==> src/rtl/lsu_mem_access_if.sv <==
// Request/response and data-memory bundle for the load/store unit.
// slave: the LSU side; master: execute stage plus memory model.
interface lsu_mem_access_if;
    logic        req_valid;
    logic        req_ready;
    logic        req_read;
    logic        req_write;
    logic [2:0]  req_funct3;
    logic [31:0] req_addr;
    logic [31:0] req_wdata;
    logic [4:0]  req_rd;

    logic        resp_valid;
    logic [31:0] resp_rdata;
    logic [4:0]  resp_rd;
    logic        resp_err;

    logic        mem_read;
    logic        mem_write;
    logic [31:0] mem_address;
    logic [31:0] mem_wdata;
    logic [3:0]  mem_byte_enable;
    logic [31:0] mem_rdata;
    logic        mem_resp;

    modport slave (
        input  req_valid, req_read, req_write, req_funct3,
        input  req_addr, req_wdata, req_rd,
        input  mem_rdata, mem_resp,
        output req_ready, resp_valid, resp_rdata, resp_rd, resp_err,
        output mem_read, mem_write, mem_address, mem_wdata,
        output mem_byte_enable
    );

    modport master (
        output req_valid, req_read, req_write, req_funct3,
        output req_addr, req_wdata, req_rd,
        output mem_rdata, mem_resp,
        input  req_ready, resp_valid, resp_rdata, resp_rd, resp_err,
        input  mem_read, mem_write, mem_address, mem_wdata,
        input  mem_byte_enable
    );
endinterface

==> src/rtl/lsu_mem_access.sv <==
// RV32I load/store unit: one access per request, IDLE/ACCESS/RESP FSM.
// Ports: clk, rst (sync, active-high), bus (lsu_mem_access_if.slave).
// MAX_WAIT: ACCESS cycles without mem_resp before a timeout error.
// Optional LSU_MISALIGN_TRAP_EN: reject misaligned half/word accesses.
module lsu_mem_access #(
    parameter int MAX_WAIT = 255
) (
    input logic              clk,
    input logic              rst,
    lsu_mem_access_if.slave  bus
);
    typedef enum logic [1:0] {IDLE, ACCESS, RESP} state_t;

    localparam logic [15:0] LAST = 16'(MAX_WAIT - 1);

    state_t      state, state_d;
    logic [2:0]  f3;
    logic [1:0]  a_lo;
    logic [15:0] cnt;
    logic        rd_q, wr_q, valid_q, err_q;
    logic [29:0] addr_q;
    logic [31:0] wdata_q, rdata_q;
    logic [3:0]  be_q;
    logic [4:0]  rd_tag;

    logic        f3_ok, misalign, accept, reject, done, timeout;
    logic [3:0]  be_d;
    logic [31:0] wd_d;

    function automatic logic [31:0] load_ext(
        input logic [2:0]  fn,
        input logic [1:0]  a,
        input logic [31:0] d
    );
        logic [7:0]  b;
        logic [15:0] h;
        unique case (a)
            2'd0: b = d[7:0];
            2'd1: b = d[15:8];
            2'd2: b = d[23:16];
            default: b = d[31:24];
        endcase
        h = a[1] ? d[31:16] : d[15:0];
        unique case (fn)
            3'b000:  load_ext = {{24{b[7]}}, b};
            3'b001:  load_ext = {{16{h[15]}}, h};
            3'b100:  load_ext = {24'd0, b};
            3'b101:  load_ext = {16'd0, h};
            default: load_ext = d;
        endcase
    endfunction

    // Request decode: legality, alignment, store lanes.
    always_comb begin
        if (bus.req_read) begin
            f3_ok = (bus.req_funct3 inside
                     {3'b000, 3'b001, 3'b010, 3'b100, 3'b101});
        end else begin
            f3_ok = (bus.req_funct3 inside {3'b000, 3'b001, 3'b010});
        end
`ifdef LSU_MISALIGN_TRAP_EN
        misalign = (bus.req_funct3[1:0] == 2'b01 && bus.req_addr[0]) ||
                   (bus.req_funct3[1:0] == 2'b10 &&
                    bus.req_addr[1:0] != 2'b00);
`else
        misalign = 1'b0;
`endif
        unique case (bus.req_funct3[1:0])
            2'b00: begin
                be_d = 4'b0001 << bus.req_addr[1:0];
                wd_d = {4{bus.req_wdata[7:0]}};
            end
            2'b01: begin
                be_d = bus.req_addr[1] ? 4'b1100 : 4'b0011;
                wd_d = {2{bus.req_wdata[15:0]}};
            end
            default: begin
                be_d = 4'b1111;
                wd_d = bus.req_wdata;
            end
        endcase
    end

    always_comb begin
        state_d = state;
        accept  = 1'b0;
        reject  = 1'b0;
        done    = 1'b0;
        timeout = 1'b0;
        unique case (state)
            IDLE: begin
                // Neither read nor write: not a memory op, ignored.
                if (bus.req_valid && (bus.req_read || bus.req_write)) begin
                    if ((bus.req_read ^ bus.req_write) && f3_ok &&
                        !misalign) begin
                        accept  = 1'b1;
                        state_d = ACCESS;
                    end else begin
                        reject  = 1'b1;
                        state_d = RESP;
                    end
                end
            end
            ACCESS: begin
                if (bus.mem_resp) begin
                    done    = 1'b1;
                    state_d = RESP;
                end else if (cnt == LAST) begin
                    timeout = 1'b1;
                    state_d = RESP;
                end
            end
            RESP:    state_d = IDLE;
            default: state_d = IDLE;
        endcase
    end

    always_ff @(posedge clk) begin
        if (rst) begin
            state <= IDLE;
        end else begin
            state <= state_d;
        end
    end

    always_ff @(posedge clk) begin
        if (rst) begin
            f3      <= '0;
            a_lo    <= '0;
            cnt     <= '0;
            rd_q    <= 1'b0;
            wr_q    <= 1'b0;
            addr_q  <= '0;
            wdata_q <= '0;
            be_q    <= '0;
            valid_q <= 1'b0;
            err_q   <= 1'b0;
            rdata_q <= '0;
            rd_tag  <= '0;
        end else begin
            valid_q <= 1'b0;
            if (accept || reject) begin
                f3     <= bus.req_funct3;
                a_lo   <= bus.req_addr[1:0];
                rd_tag <= bus.req_rd;
            end
            if (accept) begin
                rd_q    <= bus.req_read;
                wr_q    <= bus.req_write;
                addr_q  <= bus.req_addr[31:2];
                wdata_q <= bus.req_write ? wd_d : 32'd0;
                be_q    <= bus.req_write ? be_d : 4'd0;
                cnt     <= '0;
            end
            if (reject) begin
                valid_q <= 1'b1;
                err_q   <= 1'b1;
                rdata_q <= '0;
            end
            if (state == ACCESS) begin
                cnt <= cnt + 16'd1;
            end
            if (done || timeout) begin
                rd_q    <= 1'b0;
                wr_q    <= 1'b0;
                valid_q <= 1'b1;
                err_q   <= timeout;
                rdata_q <= (done && rd_q) ?
                           load_ext(f3, a_lo, bus.mem_rdata) : 32'd0;
            end
        end
    end

    assign bus.req_ready       = (state == IDLE);
    assign bus.resp_valid      = valid_q;
    assign bus.resp_rdata      = rdata_q;
    assign bus.resp_rd         = rd_tag;
    assign bus.resp_err        = err_q;
    assign bus.mem_read        = rd_q;
    assign bus.mem_write       = wr_q;
    assign bus.mem_address     = {addr_q, 2'b00};
    assign bus.mem_wdata       = wdata_q;
    assign bus.mem_byte_enable = be_q;
endmodule

==> src/flat_wrapper.sv <==
// flat-port wrapper written by rule: the top's interface ports become plain ports
module lsu_mem_access_flat 
#(
    parameter int MAX_WAIT = 255
)
  (clk, rst, bus_req_valid, bus_req_read, bus_req_write, bus_req_funct3, bus_req_addr, bus_req_wdata, bus_req_rd, bus_mem_rdata, bus_mem_resp, bus_req_ready, bus_resp_valid, bus_resp_rdata, bus_resp_rd, bus_resp_err, bus_mem_read, bus_mem_write, bus_mem_address, bus_mem_wdata, bus_mem_byte_enable);
  lsu_mem_access_if bus_i ();
  input logic clk;
  input logic rst;
  input wire logic [$bits(bus_i.req_valid)-1:0] bus_req_valid;
  input wire logic [$bits(bus_i.req_read)-1:0] bus_req_read;
  input wire logic [$bits(bus_i.req_write)-1:0] bus_req_write;
  input wire logic [$bits(bus_i.req_funct3)-1:0] bus_req_funct3;
  input wire logic [$bits(bus_i.req_addr)-1:0] bus_req_addr;
  input wire logic [$bits(bus_i.req_wdata)-1:0] bus_req_wdata;
  input wire logic [$bits(bus_i.req_rd)-1:0] bus_req_rd;
  input wire logic [$bits(bus_i.mem_rdata)-1:0] bus_mem_rdata;
  input wire logic [$bits(bus_i.mem_resp)-1:0] bus_mem_resp;
  output wire logic [$bits(bus_i.req_ready)-1:0] bus_req_ready;
  output wire logic [$bits(bus_i.resp_valid)-1:0] bus_resp_valid;
  output wire logic [$bits(bus_i.resp_rdata)-1:0] bus_resp_rdata;
  output wire logic [$bits(bus_i.resp_rd)-1:0] bus_resp_rd;
  output wire logic [$bits(bus_i.resp_err)-1:0] bus_resp_err;
  output wire logic [$bits(bus_i.mem_read)-1:0] bus_mem_read;
  output wire logic [$bits(bus_i.mem_write)-1:0] bus_mem_write;
  output wire logic [$bits(bus_i.mem_address)-1:0] bus_mem_address;
  output wire logic [$bits(bus_i.mem_wdata)-1:0] bus_mem_wdata;
  output wire logic [$bits(bus_i.mem_byte_enable)-1:0] bus_mem_byte_enable;
  assign bus_i.req_valid = bus_req_valid;
  assign bus_i.req_read = bus_req_read;
  assign bus_i.req_write = bus_req_write;
  assign bus_i.req_funct3 = bus_req_funct3;
  assign bus_i.req_addr = bus_req_addr;
  assign bus_i.req_wdata = bus_req_wdata;
  assign bus_i.req_rd = bus_req_rd;
  assign bus_i.mem_rdata = bus_mem_rdata;
  assign bus_i.mem_resp = bus_mem_resp;
  assign bus_req_ready = bus_i.req_ready;
  assign bus_resp_valid = bus_i.resp_valid;
  assign bus_resp_rdata = bus_i.resp_rdata;
  assign bus_resp_rd = bus_i.resp_rd;
  assign bus_resp_err = bus_i.resp_err;
  assign bus_mem_read = bus_i.mem_read;
  assign bus_mem_write = bus_i.mem_write;
  assign bus_mem_address = bus_i.mem_address;
  assign bus_mem_wdata = bus_i.mem_wdata;
  assign bus_mem_byte_enable = bus_i.mem_byte_enable;
  lsu_mem_access #(.MAX_WAIT(MAX_WAIT)) u_core (.clk(clk), .rst(rst), .bus(bus_i));
endmodule
==> config.mk <==
export PLATFORM = sky130hd
export DESIGN_NAME = lsu_mem_access_flat
export DESIGN_NICKNAME = d
export VERILOG_FILES = /design/src/rtl/lsu_mem_access_if.sv /design/src/rtl/lsu_mem_access.sv /design/src/flat_wrapper.sv
export SDC_FILE = /design/constraint.sdc
export NUM_CORES = 1
export LEC_CHECK = 0
export BUFFER_PORTS_ARGS = -buffer_cell sky130_fd_sc_hd__buf_4
export CORE_MARGIN = 2
export CORE_UTILIZATION = 53
export DETAILED_ROUTE_END_ITERATION = 7
export PLACE_DENSITY = 0.85
export SYNTH_ARGS = -nofsm -noshare
export SYNTH_HDL_FRONTEND = slang
export SYNTH_SLANG_ARGS = --single-unit
==> constraint.sdc <==
create_clock -name clk -period 5.7 [get_ports clk]
set_input_delay 0.57 -clock clk [delete_from_list [all_inputs] [get_ports clk]]
set_output_delay 0.57 -clock clk [all_outputs]
set_load 0.02 [all_outputs]
==> results.sh, run 1 <==
export IMPL_status="complete, no violations"
export IMPL_grt_pass1_wl_um=28110
export IMPL_drt_iter0_markers=491
export IMPL_cp_arrival_ps=3500
export IMPL_final_area_sq_um=7996
export IMPL_max_slew_margin=0.1015
export IMPL_die_y_um=108.6
export IMPL_p_sw_frac=0.2544
export IMPL_start_util=0.5396
export IMPL_synth_distinct_cells=57
export IMPL_synth_most_common_cell="dfxtp_1"
export IMPL_portBuffers=217
export IMPL_synthTopCellsByArea="dfxtp_1 45%, nand2_1 7.4%, o2bb2ai_1 6.8%"
export IMPL_clock_sinks=130
export IMPL_gp_congestion=0.9375
export IMPL_slew_viol_final=0
export IMPL_grt_max_degree=74
export IMPL_synth_top_area_frac=0.4489
export IMPL_die_area_sq_um=11790
export IMPL_firstDrtPassIters=7
export IMPL_final_nets=960
export IMPL_final_setup_worst_slack_ps=2609
export IMPL_path_class="in -> reg"
export IMPL_fin_crit_ps=3091
export IMPL_synth_largest_area_cell="dfxtp_1"
export IMPL_ctsResizeCount=0
export IMPL_stdcell_count=999
export IMPL_clockPowerShare=0.469
export IMPL_seqPwrFrac=0.406
export IMPL_tritoncts="built"
export IMPL_synth_cell_area_sq_um=5798
export IMPL_start_kind="primary input"
export IMPL_comb_power_share=0.125
export IMPL_antennaDiodeCount=0
export IMPL_final_hold_violation_count=0
export IMPL_postCtsSetupBuffers=0
export IMPL_grt_pass1_vias=5649
export IMPL_seq_area_frac_synth=0.4489
export IMPL_tightest_slew_ps=1337
export IMPL_endpoint_kind="flip-flop"
export IMPL_fp_row_count=38
export IMPL_place_area_sq_um=7397
export IMPL_ir_drop_mv=0.2035
export IMPL_post_route_period_util=0.5422
export IMPL_ctsHtreeMaxLevel=4
export IMPL_finClkSkew_ps=9.260
export IMPL_gr_total_overflow=0
export IMPL_hpwl_um=12020
export IMPL_hp_class="in -> reg"
export IMPL_fmax_mhz=323.5
export IMPL_die_x_um=108.6
export IMPL_seqCellArea_sq_um=2603
export IMPL_setup_viol=0
export IMPL_clk_latency_ps=530
export IMPL_grt_util_met2=0.5116
export IMPL_pin_count=220
export IMPL_clk_pin_slew_worst_paths_ps=60
export IMPL_synth_top_flop_cell="dfxtp_1"
export IMPL_viasPerCell=5.952
export IMPL_grt_total_usage=0.3037
export IMPL_fillers=750
export IMPL_yosys_warnings=0
export IMPL_core_sq_um=10750
export IMPL_synth_edf_count=0
export IMPL_post_place_ws_ps=2126
export IMPL_wirelength_um=17790
export IMPL_wl_per_cell_um=17.80
export IMPL_dpl_cell_count=968
export IMPL_vias=5946
export IMPL_use_met3=0.08559
export IMPL_ys_ff_latch=130
export IMPL_cp_max_fo=30
export IMPL_drive_above_1_share=0.3085
export IMPL_antenna_found_initial=0
export IMPL_busiest_layer="met2"
export IMPL_maxCapViolCount=0
export IMPL_clockRootBuffer="clkbuf_8"
export IMPL_multiInputGateArea_sq_um=2927
export IMPL_postSynthCellCount=668
export IMPL_p_leak_nw=3.361
export IMPL_cts_buffer_depth=2
export IMPL_yosys_top_cells_count="130 x dfxtp_1, 114 x nand2_1, 69 x a21oi_1, 54 x clkbuf_1, 45 x o2bb2ai_1"
export IMPL_power_switching_w=0.0005958
export IMPL_p_per_area_nw_per_um2=292.9
export IMPL_hold_slack_ps=281.4
export IMPL_ant_nets=0
export IMPL_postCtsHoldBufs=0
export IMPL_rsz0062_at_grt="false"
export IMPL_avgSynthCellArea_sq_um=8.680
export IMPL_timing_setup_tns_ps=0
export IMPL_synthArstFlopShare=0
export IMPL_cts_buffers=17
export IMPL_route_detailed_drc=0
export IMPL_crit_required_ps=6110
export IMPL_syn2layout_area_growth_pct=37.92
export IMPL_p_int_w=0.001747
export IMPL_grtUsageMet1=0.3716
==> logic make-up after synthesis <==
family / count (synthesis) / share of synthesized area
AND/OR/NAND/NOR: 226 / 0.1905
AO/OA/AOI/OAI: 208 / 0.2536
adder cells (fa/ha/maj): 3 / 0.006475
flip-flops: 130 / 0.4489
multiplexers: 27 / 0.04661
other: 1 / 0.0006468
buffers and inverters: 70 / 0.04877
XOR/XNOR: 3 / 0.004533
==> cell usage in the layout (no fill, tap or decap), drive strengths merged, types with 5 or more instances in the layout <==
cell type	synthesis	layout
or3	6	6
a221o	8	8
nor4	5	5
o2bb2ai	45	45
mux2i	27	27
inv	7	8
nor2	29	29
a31oi	5	5
and3b	7	7
clkinv	0	5
a21oi	69	69
buf	9	222
a32oi	16	16
nor2b	7	7
nand4	7	7
o21ai	27	27
a211o	7	7
a22o	11	11
clkbuf	54	19
o211ai	6	6
dfxtp	130	130
nand3	16	16
and3	9	9
nand2	114	114
nor3	8	8
==> cell type report <==
type	count	area share
multi-input combinational	469	0.3660
sequential	130	0.3255
timing repair buffer	222	0.2084
clock buffer	19	0.05523
tap	140	0.02191
clock inverter	12	0.01972
inverter	7	0.003286
==> power by group through the flow <==
stage	Combinational, W	Sequential [W]	Clock, W
after global routing	0.000316	0.000953	0.00114
after floorplan	0.000147	0.000982	0
after detailed placement	0.000285	0.000969	0
after global placement	0.000279	0.000968	0
final	0.000292	0.000951	0.00110
after CTS	0.000289	0.000950	0.00110
==> metrics by stage <==
stage / total power (W) / utilization
6_report: 0.002342 / 0.7442
5_1_grt: 0.002413 / 0.7442
4_1_cts: 0.002343 / 0.7442
3_5_place_dp: 0.001254 / 0.6884
3_3_place_gp: 0.001247 / 0.6884
2_1_floorplan: 0.001129 / -
==> flip-flops by register name (all words and copies together), names as in the netlist <==
register and count:
u_core.bus.resp_err 1, u_core.f3 3, u_core.bus.resp_rdata 32, u_core.bus.resp_rd 5, u_core.bus.resp_valid 1, u_core.bus.mem_byte_enable 4, u_core.bus.mem_write 1, u_core.addr_q 30
u_core.a_lo 2, u_core.cnt 16, u_core.bus.mem_read 1, u_core.bus.mem_wdata 32, u_core.state 2
==> final timing paths <==
| path | start | endpoint | slack, ps | cells past startpoint |
|---|---|---|---|---|
| setup / recovery | bus_req_write | u_core.bus.mem_wdata[7]$_SDFFE_PP0P_ | 2610 | 8 |
| hold / removal | bus_req_wdata[6] | u_core.bus.mem_wdata[6]$_SDFFE_PP0P_ | 280 | 2 |
| setup reg to reg | u_core.state[1]$_SDFFE_PP0P_ | u_core.bus.mem_wdata[7]$_SDFFE_PP0P_ | 2660 | 5 |
| hold reg to reg | u_core.addr_q[21]$_SDFFE_PP0P_ | u_core.addr_q[21]$_SDFFE_PP0P_ | 450 | 2 |
==> per-layer routing <==
metal / vias up / wire length (um)
li1: 2786 / -
met1: 2777 / 6965
met2: 346 / 8839
met3: 37 / 1626
met4: 0 / 354
met5: - / 0
==> critical path, stage by stage <==
cell and delay, ps:
buf_4 130, inv_1 80, ha_1 220, nor4b_2 800, o211a_1 700, buf_4 370
nor2_2 260, a22o_1 350
Note: power is estimated with default switching activity, not from simulation.
==> run 2: changes to the inputs <==
Settings changed: CORE_UTILIZATION 53 to 49, PLACE_DENSITY 0.85 to 0.8.
Clock period 5.7 ns to 2.85 ns, I/O delays scaled along.
==> results.sh, run 2 (synthesized netlist as in run 1, its figures left out) <==
export IMPL_postCtsSetupBuffers=0
export IMPL_final_cell_mix="227 x buf_4, 130 x dfxtp_1, 114 x nand2_1"
export IMPL_final_hold_violation_count=0
export IMPL_syn2layout_area_growth_pct=38.54
export IMPL_hpwl_um=12270
export IMPL_finClkSkew_ps=8.848
export IMPL_power_switching_w=0.001155
export IMPL_fin_util=0.7005
export IMPL_ctsHtreeMaxLevel=4
export IMPL_ant_nets=0
export IMPL_antenna_found_initial=0
export IMPL_pin_count=220
export IMPL_postCtsHoldBufs=0
export IMPL_post_route_period_util=0.7433
export IMPL_clockPowerShare=0.470
export IMPL_reg2reg_setup_slack_ps=730
export IMPL_fillers=867
export IMPL_die_x_um=112.8
export IMPL_wl_per_cell_um=17.49
export IMPL_max_slew_margin=0.1998
export IMPL_final_nets=965
export IMPL_tightest_slew_ps=1199
export IMPL_worst_r2r_path_depth=4
export IMPL_p_sw_frac=0.2464
export IMPL_cp_max_fo=19
export IMPL_cts_buffer_depth=2
export IMPL_gr_total_overflow=0
export IMPL_antennaDiodeCount=0
export IMPL_rsz0062_at_grt="false"
export IMPL_clk_latency_ps=420
export IMPL_ir_drop_mv=0.4656
export IMPL_grt_pass1_vias=5753
export IMPL_clock_sinks=130
export IMPL_grt_pass1_wl_um=27950
export IMPL_portBuffers=217
export IMPL_die_y_um=112.8
export IMPL_wirelength_um=17620
export IMPL_regToRegStartpoint="u_core.state[1]$_SDFFE_PP0P_"
export IMPL_grt_total_usage=0.2707
export IMPL_firstDrtPassIters=7
export IMPL_vias=5898
export IMPL_fin_crit_ps=2118
export IMPL_seqPwrFrac=0.407
export IMPL_reg2reg_to="u_core.bus.resp_rdata[7]$_SDFFE_PP0P_"
export IMPL_viasPerCell=5.857
export IMPL_gp_congestion=0.8687
export IMPL_clockRootBuffer="clkbuf_16"
export IMPL_clk_pin_slew_worst_paths_ps=60
export IMPL_crit_path_start="u_core.state[1]$_SDFFE_PP0P_"
export IMPL_layout_commonest_cell="buf_4"
export IMPL_cp_arrival_ps=2470
export IMPL_fp_row_count=39
export IMPL_p_int_w=0.003532
export IMPL_tritoncts="built"
export IMPL_ctsResizeCount=0
export IMPL_crit_required_ps=3200
export IMPL_start_kind="flip-flop"
export IMPL_path_class="reg -> reg"
export IMPL_core_sq_um=11470
export IMPL_status="complete, no violations"
export IMPL_die_area_sq_um=12720
export IMPL_drt_iter0_markers=426
export IMPL_cts_buffers=17
export IMPL_endpoint_kind="flip-flop"
export IMPL_route_detailed_drc=0
export IMPL_start_util=0.5056
export IMPL_hp_class="in -> reg"
export IMPL_endpoint="u_core.bus.resp_rdata[7]$_SDFFE_PP0P_"
export IMPL_comb_power_share=0.124
export IMPL_drive_above_1_share=0.3102
export IMPL_p_total_w=0.004687
export IMPL_p_per_area_nw_per_um2=583.5
export IMPL_setup_viol=0
export IMPL_fmax_mhz=472.1
export IMPL_slew_viol_final=0
export IMPL_grt_max_degree=74
export IMPL_maxCapViolCount=0
export IMPL_timing_setup_tns_ps=0
export IMPL_p_leak_nw=3.388
## run 2: worst min path at each step
stage / start / end / slack (ps) / depth (start not counted)
after floorplan: bus_req_wdata[6] / u_core.bus.mem_wdata[6]$_SDFFE_PP0P_ / 410 / 1
after global placement: u_core.bus.mem_wdata[5]$_SDFFE_PP0P_ / u_core.bus.mem_wdata[5]$_SDFFE_PP0P_ / 440 / 2
after detailed placement: u_core.bus.resp_rdata[23]$_SDFFE_PP0P_ / u_core.bus.resp_rdata[23]$_SDFFE_PP0P_ / 450 / 1
after CTS: bus_req_addr[8] / u_core.addr_q[6]$_SDFFE_PP0P_ / 100 / 3
after global routing: bus_req_addr[8] / u_core.addr_q[6]$_SDFFE_PP0P_ / 100 / 3
final: bus_req_addr[8] / u_core.addr_q[6]$_SDFFE_PP0P_ / 110 / 3
## run 2: through the flow
stage	area [sq um]	hold slack, ps	std cells	setup WS (ps)
2_1_floorplan	5802	410.7	669	628.1
3_3_place_gp	7438	442.4	976	503.1
3_5_place_dp	7438	448.0	976	456.1
4_1_cts	8033	96.90	1007	743.6
5_1_grt	8033	99.36	1007	616.6
6_report	8033	108.5	1007	731.7
## run 2: area by class of cell
class | instances | area (sq um) | share of cell area
repair buffers | 227 | 1704 | 0.2121
inverters | 7 | 26.28 | 0.003271
flip-flops and latches | 130 | 2603 | 0.3240
well taps | 143 | 178.9 | 0.02227
clock inverters | 10 | 133.9 | 0.01667
multi-input cells | 469 | 2927 | 0.3643
clock buffers | 21 | 460.4 | 0.05732
## run 2: critical path, stage by stage, from the launching register on
cell and delay, ps:
dfxtp_1 360, nand2b_1 460, or3_1 750, a221o_1 360
o2bb2ai_1 120
## run 2: metal layers
metal / vias up / global-route usage / wire length [um] / share of wire
met1: 2754 / 0.3181 / 6710 / 0.38
met4: 0 / 0.1171 / 484 / 0.027
met3: 43 / 0.09480 / 1726 / 0.098
met2: 299 / 0.4487 / 8696 / 0.49
met5: - / 0 / 0 / 0
li1: 2802 / - / - / -
## run 2: power groups by stage
| stage | sequential, W | clock [W] | combinational, W |
|---|---|---|---|
| 6_report | 0.00191 | 0.00220 | 0.000580 |
| 3_3_place_gp | 0.00194 | 0 | 0.000561 |
| 2_1_floorplan | 0.00196 | 0 | 0.000293 |
| 4_1_cts | 0.00190 | 0.00221 | 0.000578 |
| 3_5_place_dp | 0.00194 | 0 | 0.000574 |
| 5_1_grt | 0.00191 | 0.00230 | 0.000627 |
